File: src/rtl/huffman_pkg.sv
// Shared types and constants for the huffman decode scheduler: FSM encoding,
// field widths and the reference code table.
package huffman_pkg;

    localparam int CODE_W  = 4;
    localparam int LEN_W   = 3;
    localparam int SYM_W   = 3;
    localparam int NUM_SYM = 7;

    typedef enum logic [2:0] {
        S_IDLE  = 3'd0,
        S_ARB   = 3'd1,
        S_SHIFT = 3'd2,
        S_WAIT  = 3'd3,
        S_RESP  = 3'd4
    } state_t;

    // Code table, bits in send order (MSB first), right-aligned.
    localparam logic [CODE_W-1:0] CT_CODE [NUM_SYM] = '{
        4'b0010, 4'b0011, 4'b0001, 4'b0010, 4'b0011, 4'b0000, 4'b0001
    };
    localparam logic [LEN_W-1:0] CT_LEN [NUM_SYM] = '{
        3'd2, 3'd2, 3'd3, 3'd3, 3'd3, 3'd4, 3'd4
    };
    localparam logic [SYM_W-1:0] CT_SYM [NUM_SYM] = '{
        3'd0, 3'd1, 3'd2, 3'd3, 3'd4, 3'd5, 3'd6
    };

endpackage

File: src/rtl/hdec_rr_arbiter.sv
// Round-robin pick: first set request at or after rr_ptr, wrapping upward.
// Purely combinational; returns one-hot winner, its index and an any-request flag.
module hdec_rr_arbiter
    import huffman_pkg::*;
#(
    parameter int NUM_REQ = 4,
    parameter int PTR_W   = 2
) (
    input  logic [NUM_REQ-1:0] req,
    input  logic [PTR_W-1:0]   rr_ptr,
    output logic [NUM_REQ-1:0] win_oh,
    output logic [PTR_W-1:0]   win_idx,
    output logic               win_any
);

    int              jj;
    logic [PTR_W-1:0] j;

    always_comb begin
        win_oh  = '0;
        win_idx = '0;
        win_any = 1'b0;
        jj      = 0;
        j       = '0;
        for (int i = 0; i < NUM_REQ; i++) begin
            jj = int'(rr_ptr) + i;
            if (jj >= NUM_REQ) jj = jj - NUM_REQ;
            j = PTR_W'(jj);
            if (!win_any && req[j]) begin
                win_any    = 1'b1;
                win_oh[j]  = 1'b1;
                win_idx    = j;
            end
        end
    end

endmodule

File: src/rtl/huffman_decode_sched.sv
// Round-robin scheduler sharing one bit-serial huffman_decode among NUM_REQ requesters.
// Optional WAIT timeout is enabled by defining HDEC_SCHED_TIMEOUT_EN.
module huffman_decode_sched
    import huffman_pkg::*;
#(
    parameter int NUM_REQ = 4,
    parameter int CODE_W  = huffman_pkg::CODE_W,
    parameter int LEN_W   = huffman_pkg::LEN_W,
    parameter int SYM_W   = huffman_pkg::SYM_W
`ifdef HDEC_SCHED_TIMEOUT_EN
    ,
    parameter int TIMEOUT = 8
`endif
) (
    input  logic                       clk,
    input  logic                       nrst,
    input  logic [NUM_REQ-1:0]         req,
    input  logic [NUM_REQ*CODE_W-1:0]  code,
    input  logic [NUM_REQ*LEN_W-1:0]   len,
    output logic [NUM_REQ-1:0]         gnt,
    output logic [NUM_REQ-1:0]         rsp_valid,
    output logic [SYM_W-1:0]           rsp_symbol,
    output logic                       rsp_err,
    output logic                       dec_nrst,
    output logic                       dec_serial,
    input  logic [SYM_W-1:0]           dec_status,
    input  logic                       dec_valid
);

    localparam int PTR_W = (NUM_REQ > 1) ? $clog2(NUM_REQ) : 1;

    state_t             state;
    logic [PTR_W-1:0]   rr_ptr;
    logic [PTR_W-1:0]   win_idx;
    logic [NUM_REQ-1:0] win_oh;
    logic               win_any;
    logic [CODE_W-1:0]  win_code;
    logic [CODE_W-1:0]  aligned;
    logic [CODE_W-1:0]  shreg;
    logic [LEN_W-1:0]   win_len;
    logic [LEN_W-1:0]   align_sh;
    logic [LEN_W-1:0]   bitcnt;
    logic               len_ok;
    logic               dec_nrst_q;

`ifdef HDEC_SCHED_TIMEOUT_EN
    localparam int TCNT_W = $clog2(TIMEOUT + 1);
    logic [TCNT_W-1:0]  tcnt;
`endif

    hdec_rr_arbiter #(
        .NUM_REQ (NUM_REQ),
        .PTR_W   (PTR_W)
    ) u_arb (
        .req     (req),
        .rr_ptr  (rr_ptr),
        .win_oh  (win_oh),
        .win_idx (win_idx),
        .win_any (win_any)
    );

    // Winner's code is left-aligned so the shifter always emits the top bit.
    always_comb begin
        win_code = '0;
        win_len  = '0;
        for (int i = 0; i < NUM_REQ; i++) begin
            if (win_oh[i]) begin
                win_code = code[i*CODE_W +: CODE_W];
                win_len  = len[i*LEN_W +: LEN_W];
            end
        end
        len_ok   = (win_len >= LEN_W'(2)) && (win_len <= LEN_W'(CODE_W));
        align_sh = LEN_W'(CODE_W) - win_len;
        aligned  = win_code << align_sh;
    end

    assign dec_nrst = dec_nrst_q & nrst;

    always_ff @(posedge clk) begin
        if (!nrst) begin
            state      <= S_IDLE;
            gnt        <= '0;
            rsp_valid  <= '0;
            rsp_symbol <= '0;
            rsp_err    <= 1'b0;
            dec_nrst_q <= 1'b0;
            dec_serial <= 1'b1;
            rr_ptr     <= '0;
        end else begin
            rsp_valid <= '0;
            case (state)
                S_IDLE: begin
                    dec_nrst_q <= 1'b0;
                    dec_serial <= 1'b1;
                    // The requester just served may still show req this cycle.
                    if (|(req & ~rsp_valid)) state <= S_ARB;
                end
                S_ARB: begin
                    if (!win_any) begin
                        state <= S_IDLE;
                    end else begin
                        gnt        <= win_oh;
                        rr_ptr     <= (win_idx == PTR_W'(NUM_REQ - 1)) ? '0 : win_idx + PTR_W'(1);
                        rsp_symbol <= '0;
                        rsp_err    <= 1'b0;
                        if (len_ok) begin
                            dec_nrst_q <= 1'b1;
                            dec_serial <= aligned[CODE_W-1];
                            shreg      <= aligned << 1;
                            bitcnt     <= win_len - LEN_W'(1);
                            state      <= S_SHIFT;
                        end else begin
                            rsp_err <= 1'b1;
                            state   <= S_RESP;
                        end
                    end
                end
                S_SHIFT: begin
                    if (dec_valid) begin
                        rsp_err    <= 1'b1;
                        dec_nrst_q <= 1'b0;
                        dec_serial <= 1'b1;
                        state      <= S_RESP;
                    end else if (bitcnt == '0) begin
                        dec_serial <= 1'b1;
                        state      <= S_WAIT;
`ifdef HDEC_SCHED_TIMEOUT_EN
                        tcnt       <= '0;
`endif
                    end else begin
                        dec_serial <= shreg[CODE_W-1];
                        shreg      <= shreg << 1;
                        bitcnt     <= bitcnt - LEN_W'(1);
                    end
                end
                S_WAIT: begin
                    if (dec_valid) begin
                        rsp_symbol <= dec_status;
                        dec_nrst_q <= 1'b0;
                        state      <= S_RESP;
                    end
`ifdef HDEC_SCHED_TIMEOUT_EN
                    else if (tcnt == TCNT_W'(TIMEOUT - 1)) begin
                        rsp_err    <= 1'b1;
                        rsp_symbol <= '0;
                        dec_nrst_q <= 1'b0;
                        state      <= S_RESP;
                    end else begin
                        tcnt <= tcnt + TCNT_W'(1);
                    end
`endif
                end
                S_RESP: begin
                    rsp_valid  <= gnt;
                    gnt        <= '0;
                    dec_nrst_q <= 1'b0;
                    state      <= S_IDLE;
                end
                default: state <= S_IDLE;
            endcase
        end
    end

endmodule

File: config.mk
export PLATFORM = sky130hd
export DESIGN_NAME = huffman_decode_sched
export DESIGN_NICKNAME = d
export VERILOG_FILES = /design/src/rtl/huffman_pkg.sv /design/src/rtl/hdec_rr_arbiter.sv /design/src/rtl/huffman_decode_sched.sv
export SDC_FILE = /design/constraint.sdc
export NUM_CORES = 1
export LEC_CHECK = 0
export CAP_MARGIN = 20
export CORE_ASPECT_RATIO = 1.1
export CORE_UTILIZATION = 35
export DETAILED_ROUTE_END_ITERATION = 16
export PLACE_DENSITY = 0.68
export SYNTH_ARGS = -nofsm -noshare
export SYNTH_HDL_FRONTEND = slang
export SYNTH_SLANG_ARGS = --single-unit
export TNS_END_PERCENT = 20
File: constraint.sdc
create_clock -name clk -period 9 [get_ports clk]
set_clock_uncertainty 0.1 [all_clocks]
set_input_delay 1.35 -clock clk [delete_from_list [all_inputs] [get_ports clk]]
set_output_delay 1.35 -clock clk [all_outputs]
set_load 0.05 [all_outputs]
; Yosys cells after proc, flatten, opt, wreduce, memory -nomap -nowiden
; Index checks and enable logic that the tools add are counted.
[totals]
ff_bits = 26
inputBits = 38
[op_classes]
n_mux = 76
shifts = 1
n_bitwise = 6
addsub = 11
reduce_logical = 30
eq_ne = 14
magnitude_cmp = 14
[ops]
columns = op, count
row1 = $mux W4, 13
row2 = $mux W3, 16
row3 = $mux W1, 22
row4 = $mux W2, 9
row5 = $pmux W4 S2, 2
row6 = $ne A2 B2 Y1 const B, 7
row7 = $lt A2 B3 Y1 const B, 4
row8 = $or A4 B4 Y4, 3
row9 = $pmux W3 S2, 2
row10 = $pmux W3 S4, 1
row11 = $reduce_and A3 Y1, 4
row12 = $ge A3 B3 Y1 const B, 3
row13 = $bmux W1 S2, 4
row14 = $demux W1 S2, 4
row15 = $ge A2 B1 Y1 const B, 4
row16 = $logic_and A1 B1 Y1, 8
row17 = $sub A2 B1 Y2 const B, 4
row18 = $add A2 B2 Y3 const B, 2
row19 = $eq A3 B2 Y1 const B, 2
row20 = $logic_not A3 Y1, 2
row21 = $pmux W1 S3, 2
row22 = $reduce_and A2 Y1, 3
row23 = $reduce_and A6 Y1, 1
row24 = $reduce_bool A2 Y1, 3
row25 = 22 further kinds, 27

; Longest topological paths before layout
; Gate-level depths: netlist of the first run.
[depth]
ltp_word = 23
mapped_depth = 18
ltp_nobuf = 15

; Hierarchy
; Synthesis of the first run repeated with hierarchy kept, for this count alone.
[unflattened]
hier_cells = 222
area_unflattened_um2 = 1956.9
[by_module_without_submodules]
columns = module, instances, area_each_um2, cells_per_inst
row1 = huffman_decode_sched, 1, 1537.7, 177
row2 = hdec_rr_arbiter, 1, 419.2, 45

; Worst setup path after synthesis of the first run
; Ideal clock, no wire load.
[synth_path]
kind = input -> register
from = in req[1]
to = reg bitcnt[0] (enable)
t_required_ns = 8.632
arrival_ns = 4.185
setup_ns = 0.268
path_buffers = 1
setup_slack_ns = 4.447
path_stages = 14
path_cell_list = mux4_2 buf_6 nor4b_4 nand2_2 a221oi_2 nand2_2 a31oi_4 inv_2 ha_1 ha_1 inv_1 o211a_4 nor4_4 o21a_1
[synth_via]
elab_chain_len = 20
word_cells_on_any_way = 35
cone_classes = order compare: 2 / eq/ne: 2 / mux: 20 / bitwise: 3 / reduce/logical: 8
[synth_lines]
columns = item, line_no
row1 = start: declaration, huffman_decode_sched.sv:17  ; input logic [NUM_REQ-1:0] req,
row2 = $bmux W1 S2, hdec_rr_arbiter.sv:29  ; if (!win_any && req[j]) begin
row3 = $mux W1 (implied by the code), hdec_rr_arbiter.sv:29
row4 = $mux W1, hdec_rr_arbiter.sv:29
row5 = $logic_not A1 Y1, hdec_rr_arbiter.sv:29
row6 = $logic_and A1 B1 Y1, hdec_rr_arbiter.sv:29
row7 = $mux W1, hdec_rr_arbiter.sv:29
row8 = $logic_not A1 Y1, hdec_rr_arbiter.sv:29
row9 = $logic_and A1 B1 Y1, hdec_rr_arbiter.sv:29
row10 = $mux W1, hdec_rr_arbiter.sv:29
row11 = $logic_not A1 Y1, hdec_rr_arbiter.sv:29
row12 = $logic_and A1 B1 Y1, hdec_rr_arbiter.sv:29
row13 = $mux W4, hdec_rr_arbiter.sv:29
row14 = $mux W3 (4 in series), huffman_decode_sched.sv:67  ; if (win_oh[i]) begin
row15 = $ge A3 B2 Y1 or $le A3 B3 Y1 (tied branches), huffman_decode_sched.sv:72  ; len_ok = (win_len >= LEN_W'(2)) && (win_len <= LEN_W'(CODE_W));
row16 = $logic_and A1 B1 Y1, huffman_decode_sched.sv:72
row17 = $ne A2 B2 Y1 (no line), --
row18 = $reduce_and A6 Y1 (no line) (*), --
row19 = end signal: assignment, huffman_decode_sched.sv:110  ; bitcnt <= win_len - LEN_W'(1);
row20 = end signal: assignment, huffman_decode_sched.sv:133  ; bitcnt <= bitcnt - LEN_W'(1);
row21 = end: declaration, huffman_decode_sched.sv:42  ; logic [LEN_W-1:0] bitcnt;
; Every way passes the cells marked *; elsewhere a longest branch is shown, timed or not. The select of a mux whose other input is x is not followed.
; A chain may end at the register's enable or synchronous reset.

; Worst setup path after layout of the first run
[layout_path]
from = in req[2]
to = reg bitcnt[0] (enable)
; Same word-level chain as after synthesis.

==> reports/summary.txt, run 1 <==
relative max-transition margin = 50.9%
DR WL/cell = 13.9 um
DRT Pass-1 Iters = 4
leakage power summed over all cells = 0.935 nW
die outline area = 6040 um^2
data required time of the worst path = 8900 ps
number of inserted diodes = 0
Yosys warning count = 0
clock latency at the later pin of the worst-skew pair = 260 ps
netlist area before placement = 2010 um^2
number of violations of the max-capacitance limit = 0
Max Slew Vio Count = 0
final-layout worst hold slack = 362 ps
minimum clock period = 5200 ps
maximum number of pins on one net before global-route repair = 16
TNS Setup = 0 ps
number of design rule violations left after detail routing = 0
number of antenna violations at the first check in global routing = 0
share of post-route cells with drive strength above 1 = 12.3%
Achievable Freq = 192 MHz
GRT Resource Usage Total = 16.3%
maximum VDD drop = 219 uV
Gate Count Post-Synth = 214
Core Box Area = 5470 um^2
endpoint type of the worst setup path = flop
synthesis-stage register bit count = 25
Hold Violations, Final = 0
start point of the critical path = req[2]
buffers from clock root to sink, at most = 2
clock transition at the register clock pins on the worst setup and hold paths after CTS = 80 ps
RSZ-0062 raised after global routing = false
crit-path max FO = 12
number of global-route vias before repair = 1,715
type of the setup path with the least slack = input port to flop
Critical Path AT = 5100 ps
overall die height = 81.4 um
cells along the critical path = clkdlybuf4s50_1 -> mux4_2 -> nor4b_4 -> nand2_2 -> a221oi_2 -> nand2_2 -> a31oi_4 -> inv_2 -> ha_1 -> ha_1 -> inv_1 -> o211a_4 -> nor4_4 -> o21a_1
deepest level of the CTS H-tree = 1
worst hold path startpoint = rsp_symbol[1]
number of buffers created by CTS = 3
number of distinct library cell variants in the gate-level netlist after synthesis = 62
RD Place Congestion = 0.786
period utilisation layout = 57.8%
Synth async-reset ratio = 0%
sum of internal, switching and leakage power = 0.00107 W
number of setup buffers added after CTS = 0
post-detail-place hpwl = 3700 um
final count of negative-setup-slack endpoints = 0
quantity of gates resized following cts = 0
DIE WIDTH = 74.2 um
mean instance size in the synthesized netlist = 9.38 um^2
proportion of synthesized chip area in sequential cells = 27.9%
Post-Route WL = 4680 um
Layout area overhead = 29.5%
per-cell via count in the routed design = 5.28
total nets after synthesis = 263
prevailing post-synth register cell = sky130_fd_sc_hd__dfxtp_1
std cell rows = 28
Starting Density = 36.7%
number of I/O port buffers = 51
initial DRC count = 117
CTS Root Cell = sky130_fd_sc_hd__clkbuf_8
first-pass GRT wire length = 7580 um
clock tree from TritonCTS = yes
worst min path class = flop to flop
Post-Layout Inst Area = 2600 um^2
worst slack at placement = 3500 ps
post-layout net count = 311
final worst setup slack = 3800 ps
Startpoint Class = input port
Antenna Violating Nets Remaining = 0
total global routing overflow = 0
I/O Pins = 52
number of flops mapped to enable cells by yosys = 6
Crit path largest cell delay = 660 ps
cell area after placement = 2550 um^2
Post-CTS Hold Buffers = 0
Sinks on Clock Net = 25
number of fill cells = 551
total power divided by cell area = 411 nW/um^2
Vias = 1,775
outcome = completed
Critical-path top delay cell = sky130_fd_sc_hd__mux4_2
slew at the pin with the worst max-slew slack = 731 ps
-- logic make-up after synthesis --
kind of cell	Yosys count	synth area share, %
AND/OR/NAND/NOR	78	22.7
AO/OA/AOI/OAI	64	25.3
flip-flops	25	27.9
buffers and inverters	18	4.92
multiplexers	16	11.5
adder cells (fa/ha/maj)	11	6.86
XOR/XNOR	2	0.873
-- critical path, delay by kind of cell --
kind / cells / cell delay, ps
compound gates: 4 / 1260
simple gates: 4 / 740
buf+inv: 3 / 690
mux: 1 / 660
fa+ha+maj: 2 / 380
-- state kept, by name, summed over array words and instances, names as in the netlist, named ones only --
name,cells
dec_serial,1
bitcnt,3
rsp_err,1
rsp_symbol,3
shreg,3
state,3
rr_ptr,1
rsp_valid,4
dec_nrst_q,1
gnt,4
-- synthesized netlist by cell type (2+ instances only) --
library cell               count  area [um^2]
sky130_fd_sc_hd__a211oi_1      3         22.5
sky130_fd_sc_hd__a21boi_0      4         30.0
sky130_fd_sc_hd__a21oi_1      15         75.1
sky130_fd_sc_hd__a221oi_1      2         17.5
sky130_fd_sc_hd__a221oi_2      2         30.0
sky130_fd_sc_hd__a22o_1        2         17.5
sky130_fd_sc_hd__a22oi_1       4         30.0
sky130_fd_sc_hd__and2_1        6         37.5
sky130_fd_sc_hd__and3_1        2         12.5
sky130_fd_sc_hd__buf_6         4         45.0
sky130_fd_sc_hd__clkbuf_1      4         15.0
sky130_fd_sc_hd__dfxtp_1      19          380
sky130_fd_sc_hd__edfxtp_1      6          180
sky130_fd_sc_hd__ha_1         11          138
sky130_fd_sc_hd__inv_1         8         30.0
sky130_fd_sc_hd__mux2_2        3         33.8
sky130_fd_sc_hd__mux2i_1       8         80.1
sky130_fd_sc_hd__mux4_2        4         90.1
sky130_fd_sc_hd__nand2_1      16         60.1
sky130_fd_sc_hd__nand2_2       2         12.5
sky130_fd_sc_hd__nand2b_1      5         31.3
sky130_fd_sc_hd__nand3b_1      6         45.0
sky130_fd_sc_hd__nand4_1       3         18.8
sky130_fd_sc_hd__nor2_1       16         60.1
sky130_fd_sc_hd__nor2b_1       7         43.8
sky130_fd_sc_hd__o211ai_1      2         15.0
sky130_fd_sc_hd__o21a_1        4         30.0
sky130_fd_sc_hd__o21ai_0       4         20.0
sky130_fd_sc_hd__o22ai_1       4         25.0
sky130_fd_sc_hd__o31ai_1       3         22.5
sky130_fd_sc_hd__or2_2         2         12.5
sky130_fd_sc_hd__or3_1         2         12.5
sky130_fd_sc_hd__xnor2_1       2         17.5
-- power by group --
group	internal [W]	switching [W]
clock	0.0000316	0.0000324
sequential	0.000170	0.0000445
combinational	0.000353	0.000436
-- metrics by stage --
stage	std cells	util (%)
4_1_cts	336	47.6
6_report	336	47.6
2_1_floorplan	214	-
3_5_place_dp	332	46.7
3_3_place_gp	332	46.7
5_1_grt	336	47.6
-- metal layers --
layer | track usage (%) | vias to the layer above | part of all wire (%)
met5 | 0 | - | 0
met4 | 4.04 | 0 | 0.81
met3 | 2.94 | 4 | 6.7
met2 | 28.9 | 65 | 48
met1 | 20.2 | 807 | 44
li1 | - | 899 | -
-- path summary, 6_finish.rpt --
kind	cells past startpoint	slack, ps	to
max	14	3800	bitcnt[0]
min	2	360	rsp_symbol[1]
max reg2reg	15	3960	bitcnt[0]
min reg2reg	2	360	rsp_symbol[1]
-- cell type report --
class,count,area [um^2],area share [%]
inverter,9,33.8,1.30
timing repair buffer,52,518,19.9
multi-input combinational,171,1350,51.9
clock buffer,4,45.0,1.73
sequential,25,561,21.6
tap,75,93.8,3.61
-- placed cells by master, fill, tap and decap left out, types with 3 or more instances in the layout --
cell and instances:
sky130_fd_sc_hd__a211oi_1 3, sky130_fd_sc_hd__a21boi_0 4, sky130_fd_sc_hd__a21oi_1 15, sky130_fd_sc_hd__a22oi_1 4, sky130_fd_sc_hd__and2_1 6, sky130_fd_sc_hd__clkbuf_8 3
sky130_fd_sc_hd__clkdlybuf4s50_1 51, sky130_fd_sc_hd__dfxtp_1 19, sky130_fd_sc_hd__edfxtp_1 6, sky130_fd_sc_hd__ha_1 11, sky130_fd_sc_hd__inv_1 8, sky130_fd_sc_hd__mux2_2 3
sky130_fd_sc_hd__mux2i_1 8, sky130_fd_sc_hd__mux4_2 4, sky130_fd_sc_hd__nand2_1 16, sky130_fd_sc_hd__nand2b_1 5, sky130_fd_sc_hd__nand3b_1 6, sky130_fd_sc_hd__nand4_1 3
sky130_fd_sc_hd__nor2_1 16, sky130_fd_sc_hd__nor2b_1 7, sky130_fd_sc_hd__o21a_1 4, sky130_fd_sc_hd__o21ai_0 4, sky130_fd_sc_hd__o22ai_1 4, sky130_fd_sc_hd__o31ai_1 3
(Power assumes the default switching activity.)
==> run 2, diff against run 1 <==
Clock period 9 ns to 5.4 ns, I/O delays scaled along.
==> reports/summary.txt, run 2 (synthesized netlist as in run 1, its figures left out) <==
Reg power frac = 18.3% (-1.8 points)
buffers and inverters on the worst path = 4 (+1)
Critical Path AT = 4460 ps (-640 ps)
clock tree from TritonCTS = yes
outcome = completed
share of power burned in the clock network = 6.5% (+0.5 points)
post-layout instance count excluding filler cells = 339 (+0.89%)
number of buffers created by CTS = 3 (unchanged)
Vias = 1,809 (+1.9%)
Post-Route WL = 4780 um (+2.1%)
Post-Layout Inst Area = 2620 um^2 (+0.96%)
GRT Resource Usage Total = 17.0% (+0.68 points)
per-cell via count in the routed design = 5.34 (+1.0%)
RSZ-0062 raised after global routing = false
number of global-route vias before repair = 1,748 (+1.9%)
top library cells by usage in the layout, fill and taps aside = 51 x sky130_fd_sc_hd__clkdlybuf4s50_1, 19 x sky130_fd_sc_hd__dfxtp_1, 16 x sky130_fd_sc_hd__nand2_1, 16 x sky130_fd_sc_hd__nor2_1, 15 x sky130_fd_sc_hd__a21oi_1
maximum VDD drop = 389 uV (+78%)
total power divided by cell area = 690 nW/um^2 (+68%)
number of violations of the max-capacitance limit = 0 (unchanged)
std cell rows = 28 (unchanged)
type of the setup path with the least slack = input port to flop
Max Slew Vio Count = 0 (unchanged)
number of design rule violations left after detail routing = 0 (unchanged)
RD Place Congestion = 0.852 (+8.4%)
clock latency at the later pin of the worst-skew pair = 280 ps (+20 ps)
endpoint type of the worst setup path = flop
DRT Pass-1 Iters = 4 (unchanged)
post-layout net count = 314 (+0.96%)
Core Box Area = 5470 um^2 (unchanged)
registers with the most flip-flops = gnt: 4 flops, rsp_valid: 4 flops
cell area after placement = 2580 um^2 (+0.88%)
flop-to-flop setup slack = 970 ps (-2990 ps)
clock transition at the register clock pins on the worst setup and hold paths after CTS = 100 ps (+20 ps)
Post-CTS Hold Buffers = 0 (unchanged)
DR WL/cell = 14.1 um (+1.1%)
final count of negative-setup-slack endpoints = 0 (unchanged)
TNS Setup = 0 ps (unchanged)
number of fill cells = 568 (+3.1%)
Achievable Freq = 218 MHz
DIE WIDTH = 74.2 um (unchanged)
number of I/O port buffers = 51 (unchanged)
number of inserted diodes = 0 (unchanged)
Starting Density = 36.7% (unchanged)
cell-internal power = 0.000941 W (+70%)
Antenna Violating Nets Remaining = 0 (unchanged)
Startpoint Class = input port
Layout area overhead = 30.7%
switch share = 48.0% (about the same)
total global routing overflow = 0 (unchanged)
worst slack at placement = 493 ps (-3000 ps)
slew at the pin with the worst max-slew slack = 708 ps (-23.4 ps)
Sinks on Clock Net = 25 (unchanged)
die outline area = 6040 um^2 (unchanged)
number of antenna violations at the first check in global routing = 0 (unchanged)
Crit path largest cell delay = 660 ps (about the same)
Hold Violations, Final = 0 (unchanged)
cells along the critical path = clkdlybuf4s50_1 -> mux4_2 -> nor4b_4 -> a221oi_2 -> buf_4 -> a221o_1 -> a22o_4 -> inv_1 -> ha_1 -> ha_1 -> inv_1 -> o211a_4 -> nor4_4 -> o21a_1
period utilisation layout = 85.1%
final worst setup slack = 806 ps (-2990 ps)
buffers from clock root to sink, at most = 2 (unchanged)
leakage power summed over all cells = 0.954 nW (+2.0%)
number of setup buffers added after CTS = 0 (unchanged)
most frequent standard cell in the layout excluding fill and tap cells = sky130_fd_sc_hd__clkdlybuf4s50_1
crit-path max FO = 12 (unchanged)
quantity of gates resized following cts = 0 (unchanged)
CTS Root Cell = sky130_fd_sc_hd__clkbuf_8
net switching power figure = 0.000868 W (+69%)
first-pass GRT wire length = 7920 um (+4.5%)
maximum number of pins on one net before global-route repair = 16 (unchanged)
I/O Pins = 52 (unchanged)
deepest level of the CTS H-tree = 1 (unchanged)
Critical-path top delay cell = sky130_fd_sc_hd__mux4_2
initial DRC count = 69 (-41%)
part of the power in combinational logic = 75.3% (+1.4 points)
dominant delay contributor by cell family on the critical path = compound AO/OA/AOI/OAI gates
post-detail-place hpwl = 3740 um (+1.2%)
final core occ = 48.0% (+0.46 points)
relative max-transition margin = 52.5% (+1.6 points)
worst min path class = flop to flop
overall die height = 81.4 um (unchanged)
minimum clock period = 4590 ps
share of post-route cells with drive strength above 1 = 13.6% (+1.4 points)
number of placed instances with taps included = 335 (+0.90%)
data required time of the worst path = 5260 ps (-3640 ps)
-- run 2: power groups by stage --
stage / Combinational (W) / Clock (W) / Sequential, W
final: 0.00136 / 0.000117 / 0.000330
after global routing: 0.00151 / 0.000126 / 0.000339
after CTS: 0.00137 / 0.000120 / 0.000331
after detailed placement: 0.00137 / 0 / 0.000335
after global placement: 0.00135 / 0 / 0.000334
after floorplan: 0.00107 / 0 / 0.000366
-- run 2: per-stage QoR --
step,hold slack (ps),total power [W]
final,368,0.00181
after global routing,392,0.00197
after CTS,375,0.00183
after detailed placement,361,0.00170
after global placement,352,0.00168
after floorplan,389,0.00144
-- run 2: worst paths after layout --
check,startpoint,end,cells after the start
max,req[2],bitcnt[0],14
min,rsp_symbol[1],rsp_symbol[1],2
max reg2reg,flop,bitcnt[0],15
min reg2reg,rsp_symbol[1],rsp_symbol[1],2
-- run 2: worst reg2reg max path, cell delays in order (launching register included) --
cell and delay, ps:
sky130_fd_sc_hd__dfxtp_1 340, sky130_fd_sc_hd__inv_1 120, sky130_fd_sc_hd__ha_1 420, sky130_fd_sc_hd__mux4_2 670
sky130_fd_sc_hd__nor4b_4 460, sky130_fd_sc_hd__a221oi_2 120, sky130_fd_sc_hd__buf_4 180, sky130_fd_sc_hd__a221o_1 310
sky130_fd_sc_hd__a22o_4 250, sky130_fd_sc_hd__inv_1 60, sky130_fd_sc_hd__ha_1 130, sky130_fd_sc_hd__ha_1 130
sky130_fd_sc_hd__inv_1 40, sky130_fd_sc_hd__o211a_4 150, sky130_fd_sc_hd__nor4_4 290, sky130_fd_sc_hd__o21a_1 330
-- run 2: metal layers --
layer	up-vias	part of all wire (%)	routed length [um]	global-route usage (%)
met5	-	0	0	0
met4	0	0.98	47	4.62
met3	7	5.7	273	3.44
met2	54	47	2250	29.7
met1	847	46	2210	21.0
li1	901	-	-	-
-- run 2: layout make-up --
class | count | area, um^2 | area share (%)
multi-input combinational | 171 | 1350 | 51.4
sequential | 25 | 561 | 21.4
timing repair buffer | 55 | 541 | 20.6
tap | 75 | 93.8 | 3.58
clock buffer | 3 | 41.3 | 1.57
inverter | 9 | 33.8 | 1.29
clock inverter | 1 | 6.26 | 0.238
==> run 3, diff against run 2 <==
Settings changed: MAX_ROUTING_LAYER set to met4, PLACE_DENSITY 0.68 to 0.7.
Clock period 5.4 ns to 3.89 ns, I/O delays scaled along.
==> reports/summary.txt, run 3 (synthesized netlist as in run 1, its figures left out) <==
leakage power summed over all cells = 1.15 nW (+21%)
buffers from clock root to sink, at most = 2 (unchanged)
CTS Root Cell = sky130_fd_sc_hd__clkbuf_8
Antenna Violating Nets Remaining = 0 (unchanged)
cell area after placement = 2910 um^2 (+13%)
number of inserted diodes = 0 (unchanged)
first-pass GRT wire length = 8590 um (+8.4%)
I/O Pins = 52 (unchanged)
Crit path largest cell delay = 580 ps (-80 ps)
crit-path max FO = 11 (-1)
Post-CTS Hold Buffers = 0 (unchanged)
number of buffers created by CTS = 3 (unchanged)
RSZ-0062 raised after global routing = true
total global routing overflow = 0 (unchanged)
relative max-transition margin = 55.4% (+3.0 points)
dominant delay contributor by cell family on the critical path = compound AO/OA/AOI/OAI gates
area used by multi-input combinational logic = 1420 um^2 (+5.3%)
clock latency at the later pin of the worst-skew pair = 270 ps (about the same)
DRT Pass-1 Iters = 4 (unchanged)
die outline area = 6040 um^2 (unchanged)
post-detail-place hpwl = 4150 um (+11%)
number of violations of the max-capacitance limit = 0 (unchanged)
Critical Path AT = 3940 ps (-520 ps)
Worst R2R Path Depth = 17 (+2)
total power divided by cell area = 1060 nW/um^2 (+53%)
deepest level of the CTS H-tree = 1 (unchanged)
maximum VDD drop = 710 uV (+82%)
Core Box Area = 5470 um^2 (unchanged)
cell occurring most often along the worst timing path = sky130_fd_sc_hd__ha_4
number of I/O port buffers = 51 (unchanged)
initial DRC count = 79 (+14%)
maximum number of pins on one net before global-route repair = 16 (unchanged)
most frequent standard cell in the layout excluding fill and tap cells = sky130_fd_sc_hd__clkdlybuf4s50_1
Startpoint Class = flop
type of the setup path with the least slack = flop to flop
Vias = 1,918 (+6.0%)
Critical-path top delay cell = sky130_fd_sc_hd__mux4_2
outcome = completed
registers with the most flip-flops = gnt: 4 flops, rsp_valid: 4 flops
Post-Route WL = 5250 um (+9.9%)
RD Place Congestion = 0.915 (+7.4%)
GRT Resource Usage Total = 19.0% (+2.0 points)
post-layout net count = 350 (+11%)
share of post-route cells with drive strength above 1 = 28.0% (+14 points)
per-cell via count in the routed design = 5.11 (-4.2%)
minimum clock period = 3840 ps
DR WL/cell = 14.0 um (-0.63%)
period utilisation layout = 98.6%
Max Slew Vio Count = 0 (unchanged)
number of global-route vias before repair = 1,890 (+8.1%)
DIE WIDTH = 74.2 um (unchanged)
std cell rows = 28 (unchanged)
worst min path class = flop to flop
worst hold path stage count = 2 (unchanged)
slew at the pin with the worst max-slew slack = 666 ps (-41.8 ps)
number of fill cells = 524 (-7.7%)
Starting Density = 36.7% (unchanged)
sequential standard cell area = 563 um^2 (+0.45%)
Hold Violations, Final = 0 (unchanged)
buffers and inverters on the worst path = 5 (+1)
TNS Setup = 0 ps (unchanged)
Achievable Freq = 261 MHz
final count of negative-setup-slack endpoints = 0 (unchanged)
instance count on the critical path = 17 (+3)
data required time of the worst path = 4000 ps (-1260 ps)
top library cells by usage in the layout, fill and taps aside = 47 x sky130_fd_sc_hd__clkdlybuf4s50_1, 38 x sky130_fd_sc_hd__buf_4, 17 x sky130_fd_sc_hd__dfxtp_1, 16 x sky130_fd_sc_hd__nand2_1, 16 x sky130_fd_sc_hd__nor2_1
endpoint type of the worst setup path = flop
number of antenna violations at the first check in global routing = 0 (unchanged)
number of design rule violations left after detail routing = 0 (unchanged)
Post-Layout Inst Area = 3000 um^2 (+14%)
clock transition at the register clock pins on the worst setup and hold paths after CTS = 90 ps (about the same)
Sinks on Clock Net = 25 (unchanged)
cells along the critical path = clkinvlp_4 -> ha_4 -> mux4_2 -> buf_12 -> nand3b_1 -> a21oi_2 -> a221oi_4 -> a221o_1 -> a22o_4 -> inv_4 -> ha_4 -> ha_4 -> inv_2 -> o211a_4 -> buf_4 -> o32ai_2 -> mux2i_1
overall die height = 81.4 um (unchanged)
clock tree from TritonCTS = yes
Layout area overhead = 49.3%
run 3: path summary, 6_finish.rpt:
path / from / to / slack (ps)
min: rsp_symbol[1] / rsp_symbol[1] / 360
max reg2reg: flop / dec_serial / 50
max: flop / dec_serial / 50
min reg2reg: rsp_symbol[1] / rsp_symbol[1] / 360
run 3: through the flow:
step                      worst slack (ps)  std cells  hold WS [ps]  utilization (%)  power (W)
after global placement                -228        367           348             53.3    0.00291
after CTS                             14.6        373           366             54.3    0.00315
final                                 52.8        375           362             54.8    0.00317
after detailed placement              -291        367           354             53.3    0.00295
after global routing                 -72.3        375           402             54.8    0.00342
after floorplan                      -87.9        214           389                -    0.00217
run 3: report_power, final:
group          total [W]  switching [W]  internal, W
Combinational    0.00254        0.00123      0.00132
Sequential      0.000464      0.0000700     0.000394
Clock           0.000157      0.0000835    0.0000735
Total            0.00317        0.00138      0.00179
run 3: final cells by class:
| type | count | area share [%] |
|---|---|---|
| repair buffers | 91 | 27.9 |
| flip-flops and latches | 25 | 18.8 |
| clock buffers | 4 | 1.50 |
| inverters | 9 | 1.34 |
| well taps | 75 | 3.13 |
| multi-input cells | 171 | 47.4 |
run 3: repair_timing:
| action | CTS | global route |
|---|---|---|
| setup endpoints to repair | 7 | 10 |
| setup buffers | 2 | 2 |
| gates resized for setup | 3 | 4 |
| pin swaps | 1 | 6 |
run 3: tightest hold or removal path, delay by kind of cell (launching register included):
| kind | cells | cell delay, ps |
|---|---|---|
| compound gates | 1 | 60 |
| simple gates | 1 | 40 |
| flops | 1 | 310 |
run 3: metal layers:
metal / global-route usage [%] / share of wire (%) / vias to the layer above
met5: - / 0 / -
li1: - / - / 972
met1: 23.7 / 48 / 893
met4: 5.19 / 1.0 / 0
met2: 32.5 / 47 / 48
met3: 2.21 / 3.7 / 5
